===== config.mk =====
export PLATFORM = sky130hd
export DESIGN_NAME = blk_mem_stream_ctrl
export DESIGN_NICKNAME = d
export VERILOG_FILES = /design/src/rtl/blk_mem_stream_ctrl.sv
export SDC_FILE = /design/constraint.sdc
export NUM_CORES = 1
export LEC_CHECK = 0
export CELL_PAD_IN_SITES_DETAIL_PLACEMENT = 1
export CELL_PAD_IN_SITES_GLOBAL_PLACEMENT = 2
export CORE_ASPECT_RATIO = 0.75
export CORE_MARGIN = 1.5
export CORE_UTILIZATION = 26
export CTS_BUF_LIST = sky130_fd_sc_hd__clkbuf_16
export DETAILED_ROUTE_END_ITERATION = 10
export GPL_TIMING_DRIVEN = 0
export PLACE_DENSITY = 0.85
export SLEW_MARGIN = 20
export SYNTH_ARGS = -nofsm -noshare
export SYNTH_HDL_FRONTEND = slang
export SYNTH_SLANG_ARGS = --single-unit

===== constraint.sdc =====
create_clock -name clk -period 3.4 [get_ports clk]
set_input_delay 0.68 -clock clk [delete_from_list [all_inputs] [get_ports clk]]
set_output_delay 0.68 -clock clk [all_outputs]
set_load 0.02 [all_outputs]

===== src/rtl/blk_mem_stream_ctrl.sv =====
// Frame-buffer controller: fills a blk_mem with DEPTH words, then drains them in address
// order through a 2-entry skid buffer that hides the memory's registered read latency.
module blk_mem_stream_ctrl #(
    parameter int unsigned BIT_WIDTH  = 16,
    parameter int unsigned ADDR_WIDTH = 4,
    parameter int unsigned DEPTH      = 16
) (
    input  logic                  clk,
    input  logic                  rst,
    input  logic                  s_valid,
    output logic                  s_ready,
    input  logic [BIT_WIDTH-1:0]  s_data,
    output logic                  mem_wr_en,
    output logic [ADDR_WIDTH-1:0] mem_addr_in,
    output logic [BIT_WIDTH-1:0]  mem_wr_data,
    output logic                  mem_rd_en,
    output logic [ADDR_WIDTH-1:0] mem_addr_out,
    input  logic [BIT_WIDTH-1:0]  mem_rd_data,
    output logic                  m_valid,
    input  logic                  m_ready,
    output logic [BIT_WIDTH-1:0]  m_data,
    output logic                  m_last,
    output logic                  busy
);
    // One extra pointer bit so DEPTH == 2^ADDR_WIDTH is representable without aliasing.
    localparam int unsigned     PtrW    = ADDR_WIDTH + 1;
    localparam logic [PtrW-1:0] DepthP  = PtrW'(DEPTH);
    localparam logic [PtrW-1:0] LastIdx = PtrW'(DEPTH - 1);

    typedef enum logic [0:0] {StFill, StDrain} state_e;

    state_e               state_q, state_d;
    logic [PtrW-1:0]      wr_ptr_q, wr_ptr_d;
    logic [PtrW-1:0]      rd_ptr_q, rd_ptr_d;
    logic [PtrW-1:0]      pop_cnt_q, pop_cnt_d;
    logic                 pend_q, pend_d;
    logic [1:0]           cnt_q, cnt_d;
    logic [BIT_WIDTH-1:0] skid0_q, skid0_d;
    logic [BIT_WIDTH-1:0] skid1_q, skid1_d;
    logic                 in_hs, pop, push;
    logic [2:0]           occ_after_pop;

    always_comb begin
        state_d   = state_q;
        wr_ptr_d  = wr_ptr_q;
        rd_ptr_d  = rd_ptr_q;
        pop_cnt_d = pop_cnt_q;
        cnt_d     = cnt_q;
        skid0_d   = skid0_q;
        skid1_d   = skid1_q;

        s_ready     = (state_q == StFill);
        busy        = (state_q == StDrain);
        in_hs       = s_valid && s_ready;
        mem_wr_en   = in_hs;
        mem_addr_in = wr_ptr_q[ADDR_WIDTH-1:0];
        mem_wr_data = s_data;

        m_valid = (cnt_q != 2'd0);
        m_data  = skid0_q;
        m_last  = m_valid && (pop_cnt_q == LastIdx);
        pop     = m_valid && m_ready;
        push    = pend_q;

        // Words held or in flight once this cycle's pop leaves; a new read needs room for one.
        occ_after_pop = {1'b0, cnt_q} + {2'b00, pend_q} - {2'b00, pop};
        mem_rd_en     = busy && (rd_ptr_q < DepthP) && (occ_after_pop < 3'd2);
        mem_addr_out  = rd_ptr_q[ADDR_WIDTH-1:0];
        pend_d        = mem_rd_en;

        if (state_q == StFill) begin
            if (in_hs) begin
                if (wr_ptr_q == LastIdx) begin
                    state_d  = StDrain;
                    wr_ptr_d = '0;
                end else begin
                    wr_ptr_d = wr_ptr_q + 1'b1;
                end
            end
        end else begin
            if (mem_rd_en) begin
                rd_ptr_d = rd_ptr_q + 1'b1;
            end
            if (pop) begin
                pop_cnt_d = pop_cnt_q + 1'b1;
                if (m_last) begin
                    state_d   = StFill;
                    rd_ptr_d  = '0;
                    pop_cnt_d = '0;
                    pend_d    = 1'b0;
                end
            end
        end

        case ({push, pop})
            2'b10: begin
                cnt_d = cnt_q + 2'd1;
                if (cnt_q == 2'd0) begin
                    skid0_d = mem_rd_data;
                end else begin
                    skid1_d = mem_rd_data;
                end
            end
            2'b01: begin
                cnt_d   = cnt_q - 2'd1;
                skid0_d = skid1_q;
            end
            2'b11: begin
                if (cnt_q == 2'd1) begin
                    skid0_d = mem_rd_data;
                end else begin
                    skid0_d = skid1_q;
                    skid1_d = mem_rd_data;
                end
            end
            default: ;
        endcase
    end

    always_ff @(posedge clk) begin
        if (rst) begin
            state_q   <= StFill;
            wr_ptr_q  <= '0;
            rd_ptr_q  <= '0;
            pop_cnt_q <= '0;
            pend_q    <= 1'b0;
            cnt_q     <= 2'd0;
            skid0_q   <= '0;
            skid1_q   <= '0;
        end else begin
            state_q   <= state_d;
            wr_ptr_q  <= wr_ptr_d;
            rd_ptr_q  <= rd_ptr_d;
            pop_cnt_q <= pop_cnt_d;
            pend_q    <= pend_d;
            cnt_q     <= cnt_d;
            skid0_q   <= skid0_d;
            skid1_q   <= skid1_d;
        end
    end

    // A push into a full skid would silently drop a word.
    a_no_overflow: assert property (@(posedge clk) disable iff (rst)
        !(push && !pop && cnt_q == 2'd2));

endmodule

Yosys cells after proc, flatten, opt, wreduce, memory -nomap -nowiden --
Index checks and enable logic that the tools add are counted.
Word-level totals: flip-flop bits (word level) 51, input bits 36, output and inout bits 46, logic and storage cells 61
Cells by class: $add $sub $neg 7, $lt $le $gt $ge 2, equal/unequal tests 9, multiplexer cells 20, bitwise gates (word level) 1, reductions and logical operators 14
Operator list (number):
- 16-bit two-way mux | 4
- 16-bit one-hot mux with 3 select lines | 1
- 16-bit one-hot mux with 2 select lines | 1
- 5-bit two-way mux | 5
- 5-bit by 1-bit adder with 5-bit output, second input constant | 3
- 5-bit by 4-bit == test with 1-bit output, second input constant | 2
- 1-bit two-way mux | 8
- 2-bit != test, second input constant | 3
- 2-bit AND reduction | 3
- 2-bit nonzero test | 3
- 1-bit logical AND | 5
- 5-bit less-than comparator, second input constant | 1
- 2-bit by 1-bit == test with 1-bit output, second input constant | 2
- 2-bit == test, second input constant | 2
- 2-bit one-hot mux with 2 select lines | 1
- 2-bit by 1-bit adder with 3-bit output | 1
- 3-bit by 2-bit less-than comparator with 1-bit output, second input constant | 1
- 3-bit AND reduction | 1
- 3-bit nonzero test | 1
- 3-bit by 1-bit subtractor with 3-bit output | 1
- 2-bit by 1-bit adder with 2-bit output, second input constant | 1
- 2-bit logical NOT | 1
- 2-bit by 1-bit subtractor with 2-bit output, second input constant | 1
- 1-bit NOT | 1

Depth between registers and ports, before layout --
Gate-level depths: netlist (run 1).
depth after elaboration 8, mapped depth 12, gate-level depth less buffers 12

Least setup slack after synthesis (run 1) --
Ideal clock, no wire load.
kind register to output, start register cnt_q[1], end output mem_rd_en, arrival 2209 ps, data required time 2720 ps, path slack 511 ps, stages on the path, launching flop included 10, path buffers 0, cells stage by stage dfxtp_1 -> inv_1 -> ha_1 -> nand2b_2 -> nor2_1 -> o21ai_0 -> fa_1 -> nor2b_1 -> nand3_1 -> inv_1
Between the ends: cells in the longest elaborated chain, start to end 5, elaborated cells on any way between the ends 6, classes of those cells 2 x add/sub; 1 x order compare; 3 x reduce/logical
Ends and longest elaborated chain:
- start: declaration | line 37 | logic [1:0] cnt_q, cnt_d;
- start signal: assignment | line 136 | cnt_q <= cnt_d;
- parallel branches: the longest is 2 deep, another holds 2-bit by 1-bit adder with 3-bit output
- 3-bit by 1-bit subtractor with 3-bit output * | line 66 | occ_after_pop = {1'b0, cnt_q} + {2'b00, pend_q} - {2'b00, pop};
- 3-bit by 2-bit less-than comparator with 1-bit output * | line 67 | mem_rd_en = busy && (rd_ptr_q < DepthP) && (occ_after_pop < 3'd2);
- 1-bit logical AND * | line 67
- end: declaration | line 16 | output logic mem_rd_en,
Every way passes the cells marked *.

Worst setup path after layout (run 1) --
start register cnt_q[0], end output mem_rd_en
The elaborated chain is that of the path after synthesis.

==> results of run 1 <==
-- power groups by stage --
stage          Sequential (mW)  Combinational [mW]  Clock, mW
2_1_floorplan            0.702               0.184          0
3_3_place_gp             0.670               0.371          0
3_5_place_dp             0.671               0.379          0
4_1_cts                  0.659               0.384      0.660
5_1_grt                  0.664               0.431      0.688
6_report                 0.659               0.390      0.647
-- placed cells by master (no fill, tap or decap), types with 2 or more instances in the layout --
cell              n
nand3_1           6
a21oi_2           2
clkbuf_1          4
clkbuf_16         5
o21ai_0           3
a21o_1            2
nor3b_1           2
a41oi_1           2
a221oi_1         16
buf_2             2
nand4b_1          2
xnor2_1           2
a21oi_1           8
nand3b_1          3
buf_4            27
clkdlybuf4s50_1  63
nand2_1           7
dfxtp_2           2
mux2i_1          16
inv_1             7
dfxtp_1          49
xor2_1            4
buf_6             2
nor3_1           19
bufinv_16         2
ha_1              6
nand2b_1          2
nor2_1           48
-- worst paths after layout --
path / to / depth (start not counted) / slack (ns) / start
setup / recovery: mem_rd_en / 11 / 0.15 / cnt_q[0]
hold reg to reg: pop_cnt_q[4] / 1 / 0.47 / pop_cnt_q[4]
hold / removal: pop_cnt_q[4] / 1 / 0.47 / pop_cnt_q[4]
setup reg to reg: rd_ptr_q[2] / 12 / 0.64 / cnt_q[0]
-- flip-flops by register name, indices dropped and copies added, names as in the netlist --
| name | flops |
|---|---|
| pop_cnt_q | 5 |
| cnt_q | 2 |
| rd_ptr_q | 5 |
| m_data | 16 |
| skid1_q | 16 |
| busy | 1 |
| pend_q | 1 |
| wr_ptr_q | 5 |
-- metrics by stage --
stage	area (µm²)	TNS, ns	power (mW)	hold slack, ns
floorplan	2380	0	0.886	0.433
global placement	3170	-0.682	1.04	0.452
detailed placement	3170	-0.691	1.05	0.461
CTS	3370	0	1.70	0.470
global route	3410	-0.0442	1.78	0.497
finish	3410	0	1.70	0.466
-- metal layers --
metal / part of all wire, % / GRT usage [%] / vias to the layer above / routed length, µm
li1: - / - / 1041 / -
met1: 49 / 18.2 / 1001 / 3070
met2: 46 / 21.6 / 42 / 2920
met3: 3.2 / 2.97 / 6 / 200
met4: 1.3 / 4.77 / 0 / 81
met5: 0 / 0 / - / 0
-- area by class of cell --
type | instances | area [µm²] | share of cell area (%)
plain buffers | 34 | 239 | 7.00
clock buffers | 5 | 125 | 3.67
clock inverters | 3 | 67.6 | 1.98
inverters | 9 | 36.3 | 1.06
multi-input cells | 167 | 1110 | 32.7
flip-flops and latches | 51 | 1020 | 30.0
well taps | 112 | 140 | 4.11
repair buffers | 67 | 666 | 19.5
-- critical path: stages, from the launching register on --
cell	delay (ns)
dfxtp_2	0.35
inv_1	0.12
ha_4	0.20
nand2b_4	0.18
inv_2	0.08
nor2_1	0.09
o21ai_0	0.10
fa_1	0.49
nor2b_1	0.15
nand3_2	0.14
inv_4	0.12
clkdlybuf4s15_2	0.26
-- kinds of logic after synthesis --
logic type                 after synthesis  share of synthesized area, %
and+or+nand+nor                         96                          18.9
buffers and inverters                   43                          11.5
muxes                                   17                          7.31
adders and majority gates                8                          4.52
xor gates and xnor gates                 6                          2.21
DFF                                     51                          42.9
AOI/OAI and AO/OA                       40                          12.7
-- repair_timing --
item | 4_1_cts | 5_1_grt
resized for setup | 10 | 4
setup buffers | 0 | 2
setup endpoints to repair | 1 | 1
==> flow_metrics.tcl, run 1 <==
set metrics [dict create \
    post-route-period-util_pct 95.6 \
    cp.required_ns 2.72 \
    synthCells 261 \
    grt_pass1_vias 2143 \
    worst_setup_path_end_kind "primary output" \
    portBuffers 65 \
    area_growth_pct 43.5 \
    yosys.area.top_type_share_pct 42.9 \
    numCtsBuffers 5 \
    p_leak_nw 1.26 \
    cap_violations 0 \
    antenna_found_initial 0 \
    post-synth-top-count-cell "dfxtp_1" \
    cts_tree "done" \
    grt_pass1_wl_um 10500 \
    io_pins 82 \
    clkPwrFrac_pct 38.2 \
    combPwrFrac_pct 23.0 \
    ant_nets 0 \
    clk_latency_ns 0.29 \
    tightest_slew_ns 0.558 \
    viasPerCell 4.67 \
    crit_fanout 7 \
    layout-drive-gt1-share_pct 15.8 \
    drt_iter0_drc 49 \
    htree_num_levels 2 \
    synthTopCellsByArea "dfxtp_1 (43%), buf_4 (7.9%), nor2_1 (7.7%), mux2i_1 (6.7%), a221oi_1 (5.9%)" \
    avgSynthCellArea_um2 9.11 \
    clock_skew_ns 0.00397 \
    hold_violations 0 \
    synthFlopType "dfxtp_1" \
    hold_class "flop to flop" \
    fin_ws_ns 0.150 \
    final_core_util_pct 38.0 \
    yosys_register_bits 51 \
    first_pass_iters 4 \
    nNetsFinal 379 \
    switchingPower_uw 458 \
    dieArea_mm2 0.00974 \
    coreArea_mm2 0.00897 \
    die_w_um 113 \
    p_seq_share_pct 38.9 \
    wl_per_cell_um 14.0 \
    initial_core_util_pct 26.5 \
    p_sw_share_pct 27.0 \
    syn_area_mm2 0.00238 \
    fp-row-count 30 \
    grtUsageTotal_pct 13.6 \
    nFillCells 1022 \
    slew-limit-headroom_pct 62.8 \
    ir_worst_vdd_mv 0.204 \
    synth_edf_count 0 \
    path_class "flop to primary output" \
    clk_pin_slew_ns 0.07 \
    dpl_worst_slack_ns -0.691 \
    seq_area_frac_synth_pct 42.9 \
    dp_cells 438 \
    setup_viol 0 \
    fin_crit_ns 3.25 \
    dpl.hpwl_um 4670 \
    status "finished, final reports clean" \
    yosysUniqueCellTypes 40 \
    vias 2090 \
    ys.warnings.count 0 \
    p_per_area_mw_per_mm2 497 \
    syn_nets 305 \
    die_h_um 85.8 \
    cts_sinks 51 \
    cts_buffer_depth 2 \
    synth-async-reset-ratio_pct 0 \
    fmax_mhz 308 \
    power.internal_mw 1.24 \
    wl_um 6270 \
    crit_arrival_ns 2.57 \
    diodes 0 \
    gr-total-overflow 0 \
    synth_top_cell_by_area "dfxtp_1" \
    critPathLaunchType "flop" \
    grt_start_max_net_pins 17 \
    drcViolationCount 0 \
    drv_slew 0 \
    cts_hold_buf 0 \
    synthTopCellsByCount "dfxtp_1 (51), nor2_1 (49), buf_4 (25)" \
    stdcell_count 448 \
    place.gp.congestion 0.797 \
    cts_root_buffer "clkbuf_16" \
]
Power figures use the tool's default switching activity.
==> run 2, diff against run 1 <==
PLACE_DENSITY = not set   (was 0.85)
PLACE_DENSITY_LB_ADDON = 0.1   (was not set)
==> run 2 against run 1 <==
Clock power down 10%. Clock skew is 0.0039 ns higher. Via count about the same. Hold slack better by 0.015 ns. Register-to-register slack better by 0.17 ns. Maximum frequency rose by 0.78%. Cell count is 0.22% lower. Highest routed layer unchanged. Core utilization is 0.43 points lower. Die area unchanged.
==> flow_metrics.tcl, run 2 (synthesis gave the netlist of run 1 again) <==
set metrics [dict create \
    wl_um 6340 \
    hold_class "flop to flop" \
    grt_start_max_net_pins 17 \
    post-route-period-util_pct 94.9 \
    hold_depth 2 \
    grt_pass1_vias 2061 \
    layout-drive-gt1-share_pct 15.8 \
    p_sw_share_pct 28.4 \
    register_area_mm2 0.00102 \
    nNetsFinal 378 \
    htree_num_levels 2 \
    clk_pin_slew_ns 0.07 \
    ir_worst_vdd_mv 0.208 \
    numCtsBuffers 5 \
    drt_iter0_drc 44 \
    grt_pass1_wl_um 10300 \
    status "finished, final reports clean" \
    gr-total-overflow 0 \
    dp_cells 438 \
    vias 2088 \
    cts_buffer_depth 2 \
    drv_slew 0 \
    cp_num_cells 10 \
    fmax_mhz 310 \
    slew-limit-headroom_pct 60.2 \
    cp_common_cell "inv_2" \
    cts_tree "done" \
    crit_arrival_ns 2.55 \
    diodes 0 \
    io_pins 82 \
    area_growth_pct 41.8 \
    timing.hold.ws_ns 0.481 \
    fin_crit_ns 3.23 \
    first_pass_iters 4 \
    dpl.hpwl_um 4670 \
    dieArea_mm2 0.00974 \
    cts_sinks 51 \
    final_core_util_pct 37.6 \
    met3_usage_pct 2.47 \
    r2r_end "rd_ptr_q[2]" \
    power.internal_mw 1.16 \
    cp_top_family "buffers and inverters" \
    stdcell_count 447 \
    portBuffers 65 \
    path_class "primary input to primary output" \
    drcViolationCount 0 \
    grtUsageMet2_pct 21.6 \
    cpPeakStageDelay_ns 0.50 \
    clkPwrFrac_pct 35.7 \
    rsz0062_at_grt "false" \
    tightest_slew_ns 0.593 \
    crit_path_top_delay_cell "fa_1" \
    ant_nets 0 \
    final_cell_mix "clkdlybuf4s50_1 (63), dfxtp_1 (49), nor2_1 (48), buf_4 (26), nor3_1 (19)" \
    wl_per_cell_um 14.2 \
    top_usage_layer "met2" \
    combPwrFrac_pct 23.9 \
    p_per_area_mw_per_mm2 482 \
    switchingPower_uw 463 \
    min_to "wr_ptr_q[4]" \
    place.gp.congestion 0.726 \
    cts_hold_buf 0 \
    critPathLaunchType "primary input" \
    r2r_setup_slack_ns 0.81 \
    initial_core_util_pct 26.5 \
    multi_input_area_mm2 0.00111 \
    die_h_um 85.8 \
    clk_latency_ns 0.29 \
    crit_fanout 6 \
    cts_root_buffer "clkbuf_16" \
    grt_util_met1_pct 18.4 \
    nFillCells 1068 \
    p_seq_share_pct 40.4 \
    critical_path_buf_inv_count 4 \
    hold_violations 0 \
    coreArea_mm2 0.00897 \
    die_w_um 113 \
    worst_setup_path_end_kind "primary output" \
    cp_cell_sequence "dlygate4sd2_1, nand2b_4, inv_2, nor2_1, o21ai_0, fa_1, nor2b_1, nand3_2, inv_2, clkdlybuf4s15_2" \
    cap_violations 0 \
    antenna_found_initial 0 \
    viasPerCell 4.67 \
    fp-row-count 30 \
    clock_skew_ns 0.00784 \
    hp-start "wr_ptr_q[4]" \
    r2r-start "cnt_q[0]" \
    grtUsageTotal_pct 13.3 \
    worst-r2r-cell-count 11 \
    p_leak_nw 1.25 \
    setup_viol 0 \
    final_common_cell "clkdlybuf4s50_1" \
    cp.required_ns 2.72 \
]
run 2: through the flow:
stage	setup slack (ns)	setup TNS, ns	area, µm²	total power, mW
after detailed placement	-0.694	-0.694	3170	1.05
final	0.175	0	3370	1.63
after CTS	0.000957	0	3360	1.64
after global placement	-0.728	-0.728	3170	1.05
after floorplan	0.511	0	2380	0.886
after global routing	0.00492	0	3370	1.71
run 2: metal layers:
metal  vias up  wire length [µm]
met5         -                 0
met4         0                57
met3         8               218
met2        50              2730
met1       993              3340
li1       1037                 -
run 2: worst max path at each step:
stage | from | endpoint | slack (ns)
after floorplan | cnt_q[1] | mem_rd_en | 0.51
after global placement | m_ready | mem_rd_en | -0.73
after detailed placement | m_ready | mem_rd_en | -0.69
after CTS | cnt_q[0] | mem_rd_en | 0.001
after global routing | cnt_q[0] | mem_rd_en | 0.005
final | m_ready | mem_rd_en | 0.17
run 2: cell type report:
class	instances	area share [%]
multi-input cells	167	32.9
flip-flops and latches	51	30.3
plain buffers	34	7.08
well taps	112	4.15
clock buffers	5	3.71
inverters	9	1.00
clock inverters	3	1.30
repair buffers	66	19.5
run 2: power by group through the flow:
stage                     registers [mW]  logic, mW  clock network, mW
final                              0.657      0.389              0.581
after global routing               0.662      0.427              0.624
after CTS                          0.657      0.387              0.599
after detailed placement           0.669      0.381                  0
after global placement             0.669      0.379                  0
after floorplan                    0.702      0.184                  0
run 2: worst reg2reg max path, stage by stage (launching register included):
cell and delay [ns]:
dfxtp_2 0.35, inv_1 0.11, ha_4 0.20, nand2b_4 0.17, inv_2 0.07, nor2_1 0.09
o21ai_0 0.10, fa_1 0.50, nor2b_1 0.15, nand3_2 0.16, or4b_1 0.51, a21oi_1 0.13
run 2: what timing repair did:
item / 4_1_cts / 5_1_grt
pin swaps: 0 / 0
resized for setup: 9 / 4
buffers inserted: 1 / 0
endpoints found under the setup margin: 1 / 1
